**src/rtl/lcd_write_arbiter.sv**
```systemverilog
// Round-robin arbiter for the LCD character-buffer write port, plus repaint scheduling.
// Optional grant timeout and lockout: define LCD_ARB_TIMEOUT_EN.
module lcd_write_arbiter #(
  parameter int unsigned MIN_GAP = 2097152,
  parameter int unsigned TIMEOUT = 64
) (
  input  logic       CLK12,
  input  logic       reset_n,
  input  logic       a_req,
  input  logic       b_req,
  input  logic       a_we,
  input  logic       b_we,
  input  logic [4:0] a_addr,
  input  logic [4:0] b_addr,
  input  logic [7:0] a_dat,
  input  logic [7:0] b_dat,
  output logic       a_gnt,
  output logic       b_gnt,
  output logic [7:0] lcd_dat,
  output logic [4:0] lcd_addr,
  output logic       lcd_we,
  output logic       lcd_repaint,
  input  logic       lcd_busy,
  output logic       dirty,
  output logic       timeout
);

  localparam int GAP_W = $clog2(MIN_GAP + 1);

  typedef enum logic [2:0] {IDLE, GNT_A, GNT_B, PAINT_ACK, PAINT} state_t;

  state_t             state, state_nxt;
  logic               last_b;
  logic [GAP_W-1:0]   gap_cnt;
  logic [1:0]         ack_cnt;
  logic               fire;
  logic               gap_ok;
  logic               wr_a, wr_b;
  logic               a_ok, b_ok;
  logic               gnt_expire;

  assign a_gnt = (state == GNT_A);
  assign b_gnt = (state == GNT_B);
  assign wr_a  = a_gnt & a_req & a_we;
  assign wr_b  = b_gnt & b_req & b_we;

  // The strobe is registered, so eligibility is judged one cycle early to keep
  // strobe-to-strobe spacing at exactly MIN_GAP.
  assign gap_ok = (gap_cnt >= GAP_W'(MIN_GAP - 1));

`ifdef LCD_ARB_TIMEOUT_EN
  localparam int TO_W = $clog2(TIMEOUT + 1);

  logic [TO_W-1:0] gnt_cnt;
  logic            a_lock, b_lock;
  logic            to_evt;

  assign gnt_expire = (gnt_cnt == TO_W'(TIMEOUT - 1));
  assign to_evt     = ((a_gnt & a_req) | (b_gnt & b_req)) & gnt_expire;
  assign a_ok       = a_req & ~a_lock;
  assign b_ok       = b_req & ~b_lock;

  // A timed-out requester stays locked out until it drops its request once.
  always_ff @(posedge CLK12 or negedge reset_n) begin
    if (!reset_n) begin
      gnt_cnt <= '0;
      a_lock  <= 1'b0;
      b_lock  <= 1'b0;
      timeout <= 1'b0;
    end else begin
      gnt_cnt <= (a_gnt | b_gnt) ? gnt_cnt + 1'b1 : '0;
      timeout <= to_evt;
      if (!a_req)                a_lock <= 1'b0;
      else if (to_evt && a_gnt)  a_lock <= 1'b1;
      if (!b_req)                b_lock <= 1'b0;
      else if (to_evt && b_gnt)  b_lock <= 1'b1;
    end
  end
`else
  assign gnt_expire = 1'b0;
  assign a_ok       = a_req;
  assign b_ok       = b_req;
  assign timeout    = 1'b0;
`endif

  always_comb begin
    state_nxt = state;
    fire      = 1'b0;
    case (state)
      IDLE: begin
        if (dirty && gap_ok && !lcd_busy) begin
          fire      = 1'b1;
          state_nxt = PAINT_ACK;
        end else if (!lcd_busy && (a_ok || b_ok)) begin
          if (a_ok && (!b_ok || last_b)) state_nxt = GNT_A;
          else                           state_nxt = GNT_B;
        end
      end
      GNT_A: begin
        if (!a_req || gnt_expire) state_nxt = IDLE;
      end
      GNT_B: begin
        if (!b_req || gnt_expire) state_nxt = IDLE;
      end
      PAINT_ACK: begin
        // An LCD that never reports busy is treated as having finished.
        if (lcd_busy)              state_nxt = PAINT;
        else if (ack_cnt == 2'd3)  state_nxt = IDLE;
      end
      PAINT: begin
        if (!lcd_busy) state_nxt = IDLE;
      end
      default: state_nxt = IDLE;
    endcase
  end

  always_ff @(posedge CLK12 or negedge reset_n) begin
    if (!reset_n) begin
      state       <= IDLE;
      last_b      <= 1'b1;
      gap_cnt     <= GAP_W'(MIN_GAP);
      ack_cnt     <= 2'd0;
      lcd_repaint <= 1'b0;
      dirty       <= 1'b0;
    end else begin
      state       <= state_nxt;
      lcd_repaint <= fire;
      ack_cnt     <= (state == PAINT_ACK) ? ack_cnt + 2'd1 : 2'd0;
      if (a_gnt && state_nxt == IDLE) last_b <= 1'b0;
      if (b_gnt && state_nxt == IDLE) last_b <= 1'b1;
      if (fire)                         gap_cnt <= '0;
      else if (gap_cnt != GAP_W'(MIN_GAP)) gap_cnt <= gap_cnt + 1'b1;
      if (fire)              dirty <= 1'b0;
      else if (wr_a || wr_b) dirty <= 1'b1;
    end
  end

  always_ff @(posedge CLK12 or negedge reset_n) begin
    if (!reset_n) begin
      lcd_we   <= 1'b0;
      lcd_addr <= 5'd0;
      lcd_dat  <= 8'd0;
    end else begin
      lcd_we <= wr_a | wr_b;
      if (wr_a) begin
        lcd_addr <= a_addr;
        lcd_dat  <= a_dat;
      end else if (wr_b) begin
        lcd_addr <= b_addr;
        lcd_dat  <= b_dat;
      end
    end
  end

endmodule

```
**config.mk**
```make
export PLATFORM = sky130hd
export DESIGN_NAME = lcd_write_arbiter
export DESIGN_NICKNAME = d
export VERILOG_FILES = /design/src/rtl/lcd_write_arbiter.sv
export SDC_FILE = /design/constraint.sdc
export NUM_CORES = 1
export LEC_CHECK = 0
export ABC_AREA = 1
export CORE_UTILIZATION = 40
export DETAILED_ROUTE_END_ITERATION = 6
export PLACE_DENSITY = 0.76
export SYNTH_ARGS = -nofsm -noshare
export SYNTH_HDL_FRONTEND = slang
export SYNTH_SLANG_ARGS = --single-unit
```
**constraint.sdc**
```tcl
create_clock -name CLK12 -period 1.7 [get_ports CLK12]
set_input_delay 0.34 -clock CLK12 [delete_from_list [all_inputs] [get_ports CLK12]]
set_output_delay 0.34 -clock CLK12 [all_outputs]
set_load 0.005 [all_outputs]
```
* After elaboration in Yosys (flattened, before gate mapping)
Index checks and enable logic that the tools add are counted.
** Storage, ports and cells
- Register bits after elaboration :: 44
- Bits of input ports :: 33
- Logic and storage cells :: 62
- Output and inout port bits :: 19
** Cells by class
- Bitwise operators :: 5
- Reductions and logical operators :: 17
- Eq/ne operators :: 6
- Add/subtract/negate cells :: 2
- Mux-type cells :: 22
- Magnitude comparators :: 1
** Operators by type and width (count)
- 22-bit 2-to-1 mux :: 2
- 22-bit by 1-bit adder with 22-bit output, second input constant :: 1
- 22-bit by 21-bit >= comparator with 1-bit output, second input constant :: 1
- 22-bit != test, second input constant :: 1
- 3-bit 2-to-1 mux :: 7
- 8-bit 2-to-1 mux :: 2
- 3-bit one-hot mux with 5 select lines :: 1
- 5-bit 2-to-1 mux :: 2
- 2-bit nonzero test :: 4
- 3-bit by 2-bit equality test with 1-bit output, second input constant :: 2
- 1-bit logical AND :: 6
- 3-bit logical NOT :: 2
- 1-bit 2-to-1 mux :: 6
- 1-bit AND :: 4
- 2-bit 2-to-1 mux :: 2
- 3-bit by 1-bit equality test with 1-bit output, second input constant :: 1
- 3-bit equality test, second input constant :: 1
- 1-bit logical OR :: 3
- 2-bit by 1-bit adder with 2-bit output, second input constant :: 1
- 2-bit equality test, second input constant :: 1
- 1-bit logical NOT :: 2
- 1-bit bitwise OR :: 1

* Longest topological paths before layout
Gate-level depths: netlist (run 1).
- Depth in word-level cells :: 11
- Gate-level depth with buffers :: 11
- Depth with buffers taken out :: 11

* Worst setup path before layout (run 1)
OpenSTA, ideal clock, no wires.
- Path kind :: register -> register
- Start point :: register gap_cnt[1]
- End point :: register gap_cnt[20]
- Data arrival time :: 1.332 ns
- Stages on the path, launching flop included :: 10
- Path slack :: 0.255 ns
- Required time :: 1.587 ns
- Clock period less this slack :: 1.445 ns
- Library setup time :: 0.113 ns
- Path buffers :: 0
- Cell sequence :: dfrtp_1 > ha_1 > nand3_1 > nor3_1 > nand2_1 > inv_1 > nand3_1 > xor2_1 > nand2_1 > inv_1
** On the way
- Cells in the longest elaborated chain, start to end :: 6
- Elaborated cells on any way between the ends :: 10
- Classes of those cells :: add/sub (1); order compare (1); eq/ne (1); mux (4); reduce/logical (3)
** Ends and longest elaborated chain
- from (decl) :: RTL line 34 : logic [GAP_W-1:0] gap_cnt;
- from (signal assigned) :: RTL line 121 : gap_cnt <= GAP_W'(MIN_GAP);
- from (signal assigned) :: RTL line 132 : else if (gap_cnt != GAP_W'(MIN_GAP)) gap_cnt <= gap_cnt + 1'b1;
- 22-bit by 21-bit >= comparator with 1-bit output :: RTL line 49 : assign gap_ok = (gap_cnt >= GAP_W'(MIN_GAP - 1));
- 1-bit logical AND (2 in a row) :: RTL line 91 : if (dirty && gap_ok && !lcd_busy) begin
- 1-bit 2-to-1 mux :: RTL line 91
- 1-bit 2-to-1 mux :: RTL line 89 : case (state)
- 22-bit 2-to-1 mux / 2-bit nonzero test (equally long branches)
Parallel ways exist; a longest one is shown, timed or not. The select of a mux whose other input is x is not followed.
A chain may end at the register's enable or synchronous reset.

* Worst setup path in the final report (run 1)
- Start point :: register gap_cnt[1]
- End point :: register gap_cnt[18]
The elaborated chain is that of the path after synthesis.

==> results.toml, run 1 <==
[outcome]
run_status = "complete, no violations"

[setup_path]
slowest_cell_delay_on_critical_path_ps = 410
r2r-end = "gap_cnt[18]"
r2r_setup_slack_ps = 40
crit_chain = "ha_2 > nand3_4 > nor3_2 > buf_4 > inv_1 > nor2_1 > nand2_1 > xor2_1 > nor2_1"
critical-path-top-delay-family = "simple AND/OR/NAND/NOR gates"
crit_fanout = 4
cp-end-kind = "flop"
endpoint = "gap_cnt[18]"
path_buf_inv = 2
timing.critical_path.required_ps = 1900
cp.arrival_ps = 1850
critical_path.most_common_cell = "nor2_1"
path_depth = 9
rr_startpoint = "gap_cnt[1]"
reg2reg_depth = 9
timing.critical_path.from = "gap_cnt[1]"
slowest_stage_cell_cp = "dfrtp_1"
cp-start-kind = "flop"
timing_worst_setup_path_type = "flop to flop"

[timing]
grt_setup_unrepaired = "true"
setup_ws_ps = 41.5
final.setup_skew_ps = 10.9
worstMarginPinSlew_ps = 539
slew_viol_final = 0
whs_ps = 105
clock.fmax_mhz = 603
finalCritPeriodShare_pct = 97.6
max-slew-margin-rel_pct = 64.0
finalSetupViolations = 0
period_needed_ps = 1660
hold_viol_final = 0

[yosys]
synthesis.yosys.warnings = 0
synthArstFlopShare_pct = 100
synthesized_area_sq_mm = 0.00242
synth_nets = 346
yosys.area.top_type = "dfrtp_1"
syn-mean-instance-area_sq_um = 7.81
seq_area_frac_synth_pct = 45.6
top_flip_flop_cell_by_instance_count_after_synthesis = "dfrtp_1"
ys_top_cells_by_area = "dfrtp_1, nand2_1, nor2_1"
synth_cells = 310
synth-edff-count = 0
synth_largest_type_area_fraction_pct = 43.4
synth.ff_latch_count = 44
ys_types = 32

[detailed_routing]
drc_errors = 0
finalWirelength_um = 5810
wl_per_cell_um = 12.9
detailedRoute.firstPassIterationCount = 4
viasPerCell = 5.06
dr.first_iter.drc_count = 225
route.vias.total = 2289
drtAntennaViolNets = 0

[die]
num_rows = 27
die_w_um = 79.8
placeableCoreArea_sq_mm = 0.00568
starting_density_of_the_core_pct = 42.7
chip_height_um = 79.8
top_level_ports = 52
area_of_the_die_sq_mm = 0.00637

[power]
power_frac_comb_pct = 34.5
switch_pwr_w = 0.00105
p_clk_share_pct = 24.8
sw_share_pct = 30.3
irDropWorstVdd_v = 0.000613
static-leakage-power_nw = 1.40
cell_internal_power_w = 0.00241
power_frac_seq_pct = 40.6
power.density_cell_area_mw_per_mm2 = 1060
report.power.total_w = 0.00346

[placement]
dp_worst_setup_slack_ps = -22.1
dpl.hpwl_um = 4160
place_congestion = 0.916
numPortBuffers = 50

[job]
drv.max_cap_violation_count = 0

[global_routing]
grt_use_total_pct = 19.1
antenna_found_initial = 0
grt_max_degree = 45
globalRoute.totalOverflow = 0
first_global_vias = 2182
grt_first_pass_wirelength_um = 9540

[cts]
numClockSinks = 44
numCtsBuffers = 5
ctsRootBufferMaster = "clkbuf_8"
cts.clk_slew.worst_paths_ps = 90
clk_path_buf_depth = 2
clk_latency_ps = 300
cts_tree = "built"
ctsHtreeMaxLevel = 2

[cells_and_area]
layout-drive-gt1-share_pct = 15.5
most_frequent_standard_cell_in_the_layout_excluding_fill_and_tap_cells = "nand2_1"
num-nets-final = 415
insertedDiodeCount = 0
area.growth.synth_to_final_pct = 34.7
most-common-layout-cells = "nand2_1, nor2_1, clkdlybuf4s50_1"

[hold_path]
hold_path_class = "primary input to asynchronous set/reset pin"
[cell type report]
type                            count  area (sq um)
Clock inverter                      2          38.8
Timing Repair Buffer               72           658
Sequential cell                    44          1110
Tap cell                           72          90.1
Multi-Input combinational cell    221          1150
Inverter                           35           131
Clock buffer                        6          82.6
Fill cell                         535          2410
[cell families after synthesis]
kind of cell | Yosys count | synth area share, %
buffers and inverters | 45 | 7.90
and+or+nand+nor | 166 | 31.6
AOI/OAI and AO/OA | 42 | 10.0
adders and majority gates | 3 | 1.55
DFF | 44 | 45.6
other | 1 | 0.155
xor gates and xnor gates | 9 | 3.25
[through the flow]
stage	area, sq um	TNS [ps]	cells	utilization, %
6_report	3260	0	452	57.5
5_1_grt	3260	-105	452	57.5
4_1_cts	3190	0	446	56.3
3_5_place_dp	3050	-33.2	435	53.7
3_3_place_gp	3050	0	435	53.7
2_1_floorplan	2420	0	310	-
[registers in the layout (all words and copies together), names as in the netlist]
name         flops
lcd_repaint      1
dirty            1
gap_cnt         22
last_b           1
ack_cnt          2
lcd_dat          8
state            3
lcd_we           1
lcd_addr         5
[worst min-delay path by stage]
stage / start / endpoint / cells after the start
finish: reset_n / gap_cnt[14] / 2
CTS: reset_n / gap_cnt[14] / 2
floorplan: reset_n / ack_cnt[0] / 0
global route: reset_n / gap_cnt[14] / 2
global placement: ack_cnt[0] / ack_cnt[0] / 1
detailed placement: ack_cnt[0] / ack_cnt[0] / 1
[synth_stat cells, types with 3 or more instances]
cell type and n:
a21oi_1 11, a21oi_2 8, buf_4 3, clkbuf_1 3
dfrtp_1 42, ha_1 3, inv_1 33, nand2_1 62
nand3_1 7, nand4_1 20, nor2_1 53, nor3_1 10
nor4_1 5, o21ai_0 22, xor2_1 7
[power by group through the flow]
| stage | sequential [W] | clock, W | combinational [W] |
|---|---|---|---|
| floorplan | 0.00142 | 0 | 0.000539 |
| global placement | 0.00143 | 0 | 0.00110 |
| detailed placement | 0.00143 | 0 | 0.00111 |
| CTS | 0.00140 | 0.000881 | 0.00116 |
| global route | 0.00143 | 0.000934 | 0.00131 |
| finish | 0.00140 | 0.000859 | 0.00119 |
[timing repair]
item                                    in CTS  in global routing
hold buffers                                 0                  0
pin swaps                                    1                  5
endpoints found under the setup margin       3                 34
resized for setup                            5                 11
buffers inserted                             3                  6
[layer usage]
metal | GRT usage, % | part of all wire, % | vias up
met4 | 5.18 | 1.5 | 0
met1 | 23.9 | 43 | 1043
met3 | 5.71 | 7.3 | 13
met5 | 0 | 0 | -
li1 | - | - | 1146
met2 | 31.9 | 48 | 87
(Power assumes the default switching activity.)
==> inputs of run 2 (changes only) <==
--- a/config.mk
+++ b/config.mk
@@ -6,9 +6,9 @@
 export NUM_CORES = 1
 export LEC_CHECK = 0
 export ABC_AREA = 1
-export CORE_UTILIZATION = 40
+export CORE_UTILIZATION = 35
 export DETAILED_ROUTE_END_ITERATION = 6
-export PLACE_DENSITY = 0.76
+export PLACE_DENSITY = 0.7
 export SYNTH_ARGS = -nofsm -noshare
 export SYNTH_HDL_FRONTEND = slang
 export SYNTH_SLANG_ARGS = --single-unit
==> results.toml, run 2 (synthesis results as in run 1) <==
[power]
p_clk_share_pct = 21.8
power_frac_comb_pct = 35.9
sw_share_pct = 33.2
power_frac_seq_pct = 42.3
irDropWorstVdd_v = 0.000524
power.density_cell_area_mw_per_mm2 = 1020
switch_pwr_w = 0.00110
cell_internal_power_w = 0.00222
report.power.total_w = 0.00332
static-leakage-power_nw = 1.37

[cells_and_area]
num-nets-final = 409
multi_input_comb_area_sq_mm = 0.00119
insertedDiodeCount = 0
most-common-layout-cells = "nand2_1, nor2_1, clkdlybuf4s50_1"
most_frequent_standard_cell_in_the_layout_excluding_fill_and_tap_cells = "nand2_1"
filler_instances = 634
flip_flop_count_of_the_largest_register_after_layout = 22
area.growth.synth_to_final_pct = 34.1
largest-register = "gap_cnt"
post-route-util_pct = 49.7
registers_with_the_most_flip_flops = "gap_cnt x22, lcd_dat x8, lcd_addr x5"
layout-drive-gt1-share_pct = 15.2
ff_latch_area_sq_mm = 0.00110

[timing]
slew_viol_final = 0
finalSetupViolations = 0
setup_total_negative_slack_ps = 0
grt_setup_unrepaired = "true"
finalCritPeriodShare_pct = 95.5
final.setup_skew_ps = 9.25
whs_ps = -4.16
setup_ws_ps = 76.4
hold_viol_final = 15
clock.fmax_mhz = 616
period_needed_ps = 1620

[placement]
place_congestion = 0.847
dpl.hpwl_um = 4370
numPortBuffers = 50
dp_worst_setup_slack_ps = -27.5

[detailed_routing]
viasPerCell = 5.09
wl_per_cell_um = 13.5
route.vias.total = 2295
drc_errors = 0
detailedRoute.firstPassIterationCount = 4
finalWirelength_um = 6110
drtAntennaViolNets = 0
dr.first_iter.drc_count = 135

[die]
die_w_um = 85.2
starting_density_of_the_core_pct = 37.1
placeableCoreArea_sq_mm = 0.00653
area_of_the_die_sq_mm = 0.00726
top_level_ports = 52
num_rows = 29
chip_height_um = 85.2

[setup_path]
timing_worst_setup_path_type = "flop to output port"
crit_fanout = 3
cp.arrival_ps = 1280
rr_startpoint = "gap_cnt[0]"
cp-end-kind = "output port"
cp-start-kind = "flop"
timing.critical_path.from = "state[2]"
timing.critical_path.required_ps = 1360

[global_routing]
grt_use_total_pct = 17.6
globalRoute.totalOverflow = 0
grt_max_degree = 45
antenna_found_initial = 0
grt_first_pass_wirelength_um = 10200
first_global_vias = 2312

[cts]
ctsHtreeMaxLevel = 2
cts_tree = "built"
ctsRootBufferMaster = "clkbuf_8"
numClockSinks = 44
cts_hold_buf = 0
numCtsBuffers = 5
cts.clk_slew.worst_paths_ps = 90
clk_path_buf_depth = 2
clk_latency_ps = 310

[hold_path]
hold_path_class = "primary input to asynchronous set/reset pin"

[outcome]
failed_checks = "hold timing"
run_status = "complete, but fails checks"

[job]
drv.max_cap_violation_count = 0
[run 2: layout make-up]
class	instances	area share, %
clock buffers	5	2.12
inverters	35	4.16
well taps	77	2.97
repair inverters	1	0.231
flip-flops and latches	44	34.0
multi-input cells	221	36.6
clock inverters	3	0.809
repair buffers	65	19.1
[run 2: layer usage]
| layer | share of wire, % | routed length [um] | global-route usage (%) |
|---|---|---|---|
| met1 | 43 | 2640 | 22.0 |
| met2 | 47 | 2890 | 29.1 |
| met3 | 7.8 | 475 | 5.16 |
| met4 | 1.5 | 93 | 6.32 |
| met5 | 0 | 0 | 0 |
[run 2: path summary, 6_finish.rpt]
kind / end / slack, ps / cells after the start
worst max-delay path: b_gnt / 80 / 4
worst min-delay path: gap_cnt[17] / -4 / 2
worst max register to register: gap_cnt[5] / 90 / 9
worst min register to register: ack_cnt[0] / 430 / 1
max in group asynchronous: gap_cnt[21] / 1450 / 2
min in group CLK12: ack_cnt[0] / 430 / 1
[run 2: metrics by stage]
stage                     std cells  instance area (sq um)
after global routing            451                   3250
final                           451                   3250
after global placement          440                   3060
after CTS                       449                   3160
after floorplan                 310                   2420
after detailed placement        440                   3060
[run 2: critical path, stage by stage (launching register included)]
cell and delay, ps:
dfrtp_1 440, inv_2 80, nand2_1 100, nor2_4 120
dlygate4sd2_1 240
[run 2: power groups by stage]
stage               Combinational [W]  Clock (W)  Sequential [W]
floorplan                    0.000539          0         0.00142
global placement              0.00117          0         0.00141
detailed placement            0.00118          0         0.00142
CTS                           0.00120   0.000733         0.00141
global route                  0.00131   0.000771         0.00143
finish                        0.00119   0.000722         0.00140
[run 2: what timing repair did]
| action | CTS | global route |
|---|---|---|
| cloned | 0 | 1 |
| endpoints found under the setup margin | 2 | 33 |
| endpoints found under the hold margin | 0 | 0 |
| setup buffers | 1 | 1 |
| pin swaps | 1 | 5 |
| resized for setup | 2 | 21 |
